`src/rtl/elastic_fifo.sv`:
```
// elastic_fifo: depth_p-entry ring-buffer FIFO with valid/ready handshakes on
// both sides. ready_o and valid_o come from registered occupancy only, so there
// is no combinational path from ready_i to ready_o. Supports synchronous flush
// and reports occupancy.
module elastic_fifo #(
    parameter int width_p          = 8,
    parameter int depth_p          = 4,
    parameter bit datapath_reset_p = 1'b0
) (
    input  logic                         clk_i,
    input  logic                         reset_i,
    input  logic                         flush_i,
    input  logic [width_p-1:0]           data_i,
    input  logic                         valid_i,
    output logic                         ready_o,
    output logic                         valid_o,
    output logic [width_p-1:0]           data_o,
    input  logic                         ready_i,
    output logic [$clog2(depth_p+1)-1:0] count_o
);

    localparam int ptr_w = $clog2(depth_p);
    localparam int cnt_w = $clog2(depth_p + 1);
    localparam logic [cnt_w-1:0] depth_c = cnt_w'(depth_p);
    localparam logic [ptr_w-1:0] last_c  = ptr_w'(depth_p - 1);

    logic [width_p-1:0] mem [depth_p];
    logic [ptr_w-1:0]   wr_ptr_r;
    logic [ptr_w-1:0]   rd_ptr_r;
    logic [cnt_w-1:0]   count_r;

    logic push;
    logic pop;
    logic clear;
    logic push_en;
    logic [ptr_w-1:0] wr_ptr_next;
    logic [ptr_w-1:0] rd_ptr_next;

    assign ready_o = (count_r != depth_c);
    assign valid_o = (count_r != '0);
    assign data_o  = mem[rd_ptr_r];
    assign count_o = count_r;

    assign push  = valid_i & ready_o;
    assign pop   = valid_o & ready_i;
    assign clear = reset_i | flush_i;
    // A beat offered during reset/flush is dropped, so it must not reach storage.
    assign push_en = push & ~clear;

    // Explicit wrap at depth_p-1 so non-power-of-two depths work.
    assign wr_ptr_next = (wr_ptr_r == last_c) ? '0 : wr_ptr_r + ptr_w'(1);
    assign rd_ptr_next = (rd_ptr_r == last_c) ? '0 : rd_ptr_r + ptr_w'(1);

    // Pointer and occupancy bookkeeping; reset and flush both empty the queue.
    always_ff @(posedge clk_i) begin
        if (clear) begin
            wr_ptr_r <= '0;
            rd_ptr_r <= '0;
            count_r  <= '0;
        end else begin
            if (push) begin
                wr_ptr_r <= wr_ptr_next;
            end
            if (pop) begin
                rd_ptr_r <= rd_ptr_next;
            end
            case ({push, pop})
                2'b10:   count_r <= count_r + cnt_w'(1);
                2'b01:   count_r <= count_r - cnt_w'(1);
                default: count_r <= count_r;
            endcase
        end
    end

    generate
        if (datapath_reset_p) begin : g_mem_rst
            // Storage write; whole array cleared on reset/flush so data_o reads 0.
            always_ff @(posedge clk_i) begin
                if (clear) begin
                    for (int i = 0; i < depth_p; i++) begin
                        mem[i] <= '0;
                    end
                end else if (push_en) begin
                    mem[wr_ptr_r] <= data_i;
                end
            end
        end else begin : g_mem_norst
            // Storage write; contents are left untouched by reset/flush.
            always_ff @(posedge clk_i) begin
                if (push_en) begin
                    mem[wr_ptr_r] <= data_i;
                end
            end
        end
    endgenerate

endmodule
```
`config.mk`:
```
export PLATFORM = sky130hd
export DESIGN_NAME = elastic_fifo
export DESIGN_NICKNAME = d
export VERILOG_FILES = /design/src/rtl/elastic_fifo.sv
export SDC_FILE = /design/constraint.sdc
export NUM_CORES = 1
export LEC_CHECK = 0
export CORE_ASPECT_RATIO = 1.2
export CORE_MARGIN = 3
export CORE_UTILIZATION = 40
export DETAILED_ROUTE_END_ITERATION = 10
export DONT_BUFFER_PORTS = 1
export GPL_ROUTABILITY_DRIVEN = 0
export PLACE_DENSITY = 0.57
export SYNTH_ARGS = -nofsm -noshare
export SYNTH_HDL_FRONTEND = slang
export SYNTH_SLANG_ARGS = --single-unit
export TNS_END_PERCENT = 10
```
`constraint.sdc`:
```
create_clock -name clk_i -period 3.5 [get_ports clk_i]
set_clock_uncertainty 0.1 [all_clocks]
set_input_delay 0.7 -clock clk_i [delete_from_list [all_inputs] [get_ports clk_i]]
set_output_delay 0.7 -clock clk_i [all_outputs]
set_load 0.005 [all_outputs]
```
# Word-level counts from Yosys, hierarchy flattened
# Memories as Yosys holds them, arrays and structs flattened. A register that Yosys moved wholly into a read port is not among the register bits.
# Cells that the tools add are included.
# Widths: inputs -> output; s select.
dict set report word_totals {
  reg_bits 7
  ramBits 32
  in_bits 13
  wordCells 27
  memories 1
}
dict set report classes {
  add_sub_neg 4
  n_eq_ne 5
  mux 7
  bitwise 5
  n_reduce_logical 2
}
# name words word_bits read_ports rd_ports_with_merged_regs wr line_no
set memory_table {}
lappend memory_table {mem 4 8 1 1 1 27} ;# logic [width_p-1:0] mem [depth_p];
# cell n
set op_table {}
lappend op_table {{$mux 2} 4}
lappend op_table {{$eq 2x2->1 const B} 3}
lappend op_table {{$pmux 3 s2} 1}
lappend op_table {{$add 2x1->2 const B} 2}
lappend op_table {{$add 3x1->3 const B} 1}
lappend op_table {{$and 1x1->1} 3}
lappend op_table {{$ne 3x3->1 const B} 1}
lappend op_table {{$reduce_bool 3->1} 1}
lappend op_table {{$sub 3x1->3 const B} 1}
lappend op_table {{$eq 2x1->1 const B} 1}
lappend op_table {{$mux 1} 2}
lappend op_table {{$reduce_bool 2->1} 1}
lappend op_table {{$not 1->1} 1}
lappend op_table {{$or 1x1->1} 1}

# Logic depth before layout (Yosys ltp)
dict set report depth {
  depth_word 5
  mapped_depth 10
}

# Worst setup path before layout
# OpenSTA, ideal clock, no wires.
dict set report synth_path {
  path_type {reg2reg}
  from {register count_r[2] (netlist: count_o[2])}
  to {register count_r[2] (netlist: count_o[2])}
  setup_time_ns 0.070
  arrival_time_ns 2.355
  required_ns 3.330
  slack_ns 0.975
  stages_incl_launch_ff 11
  n_path_buf 1
  cell_sequence {dfxtp_1 > or3b_4 > and2_4 > buf_6 > inv_1 > ha_1 > inv_1 > fa_1 > xor2_1 > or3_2 > a21oi_1}
}
dict set report synth_between {
  elab_chain_len 4
  elab_cells_between_ends 10
  cone_classes {add/sub (2); eq/ne (3); mux (1); bitwise (2); reduce/logical (2)}
}
# element line_no
set synth_lines {}
lappend synth_lines {{from (decl)} 30} ;# logic [cnt_w-1:0] count_r;
lappend synth_lines {{from (signal assigned)} 68} ;# 2'b10: count_r <= count_r + cnt_w'(1);
lappend synth_lines {{from (signal assigned)} 69} ;# 2'b01: count_r <= count_r - cnt_w'(1);
lappend synth_lines {{from (signal assigned)} 70} ;# default: count_r <= count_r;
lappend synth_lines {{$ne 3x3->1 *} 39} ;# assign ready_o = (count_r != depth_c);
lappend synth_lines {{named net ready_o} 15} ;# output logic ready_o,
lappend synth_lines {{$and 1x1->1 *} 44} ;# assign push = valid_i & ready_o;
lappend synth_lines {{$eq 2x1->1 / $eq 2x2->1 (equally long branches)} 67} ;# case ({push, pop})
lappend synth_lines {{$pmux 3 s2 / $reduce_bool 2->1 (equally long branches)} -}
# Mark *: on every way through the listed nets, which the timed path passes. The rest lies on a longest branch.
# A chain may end at the register's enable or synchronous reset.

# Worst setup path after layout
# Same ends and word-level chain as after synthesis.

==> metrics.txt <==
DR iter-0 viols=between 60 and 70; antenna violations before repair=0; Hold Path Sink=mem[2][5]; Synth Register Bits=41; DR vias/cell=~5.2; Slew Limit Fails=0; H-Tree Depth=2; Clock Path Buffers=2; RSZ-0062 raised after global routing=no; CORE AREA=roughly 4000 sq um; Max Cap Violations=0; post-CTS sizing=0; Synth area leaders=edfxtp_1 (58%), dfxtp_1 (11%), mux4_2 (11%); die area=slightly below 5000 sq um; Syn. warnings=0; CP max stage delay=0.44 ns; postcts setup bufs=0; power share of the sequential group=0.579; Net Sw Frac=0.185; Worst R2R End=count_o[2]; wire length per cell=~17 microns; Post-DP HPWL=between 1500 and 2000 microns; # clock sinks=between 40 and 50; critical path endpoint category=flip-flop; Area growth syn-to-layout=9.04%; pwr dens=between 500 and 600 nW/um^2; commonest cells after routing, fill and taps aside=edfxtp_1 (32), dfxtp_1 (9), mux4_2 (8), inv_1 (7), ha_1 (6); Die Y=roughly 77 microns; Die X-Extent=around 65 microns; dpl ws=roughly 0.9 ns; WP buf/inv=2; drt first pass iters=4; Worst Path Required=about 3.6 ns; Worst R2R Path Depth=9; clk root buf=clkbuf_8; min cycle time layout=between 2 and 3 ns; leading area contributor after synthesis=edfxtp_1; Max FO, Critical Path=7; post-synth cell types=26; hold-fix buffers at CTS=0; share of layout cells above drive strength 1=0.238; global-route wire length before repair=approximately 4200 microns; crit path DAT=2.72 ns; internal cell power=755 uW; CTS tree=yes; total CTS buffers=5; CP Launch Type=flip-flop; slowest CP cell=or3b_4; worst hold path class=primary input to flip-flop; Net Switching=between 150 and 200 uW; Yosys top cell area share=0.578; kind of critical path=flip-flop to flip-flop; Gate Count Post-Synth=97; syn avg cell area=17.1 sq um; Cell Area, Synth=1660 sq um; beginning of the worst hold path=data_i[5]; Critical R2R Launch=count_o[2]; largest net degree at the start of global routing=13; IO Pins=26; Starting Density=0.418; VDD IR max=~0.17 mV; final setup violation count=0; most common cell after layout, fill and taps aside=edfxtp_1; Worst-path clk slew=approximately 0.08 ns; crit path launch=count_o[2]; hold depth=0; I/O Buffers=0; Max Freq=approximately 380 MHz; crit-path cells=or3b_4 > and2_4 > inv_1 > ha_1 > inv_1 > fa_1 > xor2_1 > or3_2 > a21oi_1; final setup margin=around 0.90 ns; Rows=25; final WL=around 2600 microns; GRT Resource Usage Total=0.118; Syn Nets=approximately 120; Final Hold Vio Count=0; relative slew slack=0.645; period utilisation layout=0.742; status=finished, final reports clean; combinational share of power=0.034; total grt overflow=0; # nets final=between 100 and 150; Top Family by Delay on Critical Path=simple AND/OR/NAND/NOR gates; DR vias=799; setup TNS=0 ns; Clk pwr share=0.388; LEAKAGE=0.000604 uW; Antenna Violating Nets Remaining=0; sequential share of the synthesized area=0.687; r2r setup slk=between 0.9 and 1 ns; vias in the first global route=around 880; diode count=0; CP dominant cell by count=inv_1; clock latency on the worst-skew pair=0.28 ns; Slew @ Worst Pin=around 0.53 ns; Residual DRC=0
-- power groups by stage --
stage	Combinational, uW	Clock (uW)	Sequential, uW
2_1_floorplan	29.2	0	545
3_3_place_gp	31.6	0	547
3_5_place_dp	32.0	0	548
4_1_cts	32.2	372	537
5_1_grt	35.8	391	537
6_report	31.4	359	536
-- kinds of logic after synthesis --
family,synth area share
compound gates,0.0346
buf+inv,0.0301
mux,0.108
fa+ha+maj,0.0572
xor+xnor,0.0105
flops,0.687
simple gates,0.0723
-- worst max-delay path by stage --
stage / endpoint / slack (ns) / cells after the start
floorplan: count_o[2] / 0.98 / 10
global placement: count_o[2] / 0.98 / 9
detailed placement: count_o[2] / 0.91 / 9
CTS: count_o[2] / 0.89 / 9
global route: count_o[2] / 0.77 / 9
finish: count_o[2] / 0.90 / 9
-- sequential cells by signal, indices dropped and copies added, names as in the netlist, named ones only --
signal,flops
mem,32
count_o,3
rd_ptr_r,2
wr_ptr_r,2
-- layout make-up --
type	count	area, sq um
fill	359	2160
sequential	41	1140
multi-input combinational	45	470
clock buffer	6	72.6
tap	54	67.6
clock inverter	2	33.8
inverter	7	26.3
-- worst register-to-register path, stage by stage (launching register included) --
cell and delay, ns:
dfxtp_1 0.42, or3b_4 0.44, and2_4 0.20, inv_1 0.06, ha_1 0.17, inv_1 0.06, fa_1 0.38, xor2_1 0.16
or3_2 0.41, a21oi_1 0.15
-- cells in the mapped netlist (all sizes together) --
cell type / number
nand4: 2
and2: 1
nor2: 5
o21ai: 2
mux4: 8
and3: 4
ha: 6
edfxtp: 32
or2: 1
fa: 1
nand3: 1
o31ai: 3
xor2: 2
or3: 3
nand2: 2
inv: 7
buf: 3
dfxtp: 9
or3b: 1
a21oi: 3
clkbuf: 1
-- stage by stage --
stage | util | hold slack [ns] | cell area [sq um] | instances | total power, uW
floorplan | - | 0.363 | 1660 | 97 | 574
global placement | 0.429 | 0.375 | 1710 | 147 | 579
detailed placement | 0.429 | 0.396 | 1710 | 147 | 580
CTS | 0.456 | 0.396 | 1810 | 155 | 941
global route | 0.456 | 0.390 | 1810 | 155 | 964
finish | 0.456 | 0.405 | 1810 | 155 | 927
-- layer usage --
| metal | GRT usage | up-vias | part of all wire |
|---|---|---|---|
| met5 | 0 | - | 0 |
| met4 | 0.0761 | 0 | 0.022 |
| met3 | 0.0339 | 5 | 0.061 |
| met2 | 0.205 | 26 | 0.53 |
| met1 | 0.121 | 394 | 0.38 |
| li1 | - | 374 | - |
Note: power is estimated with default switching activity, not from simulation.
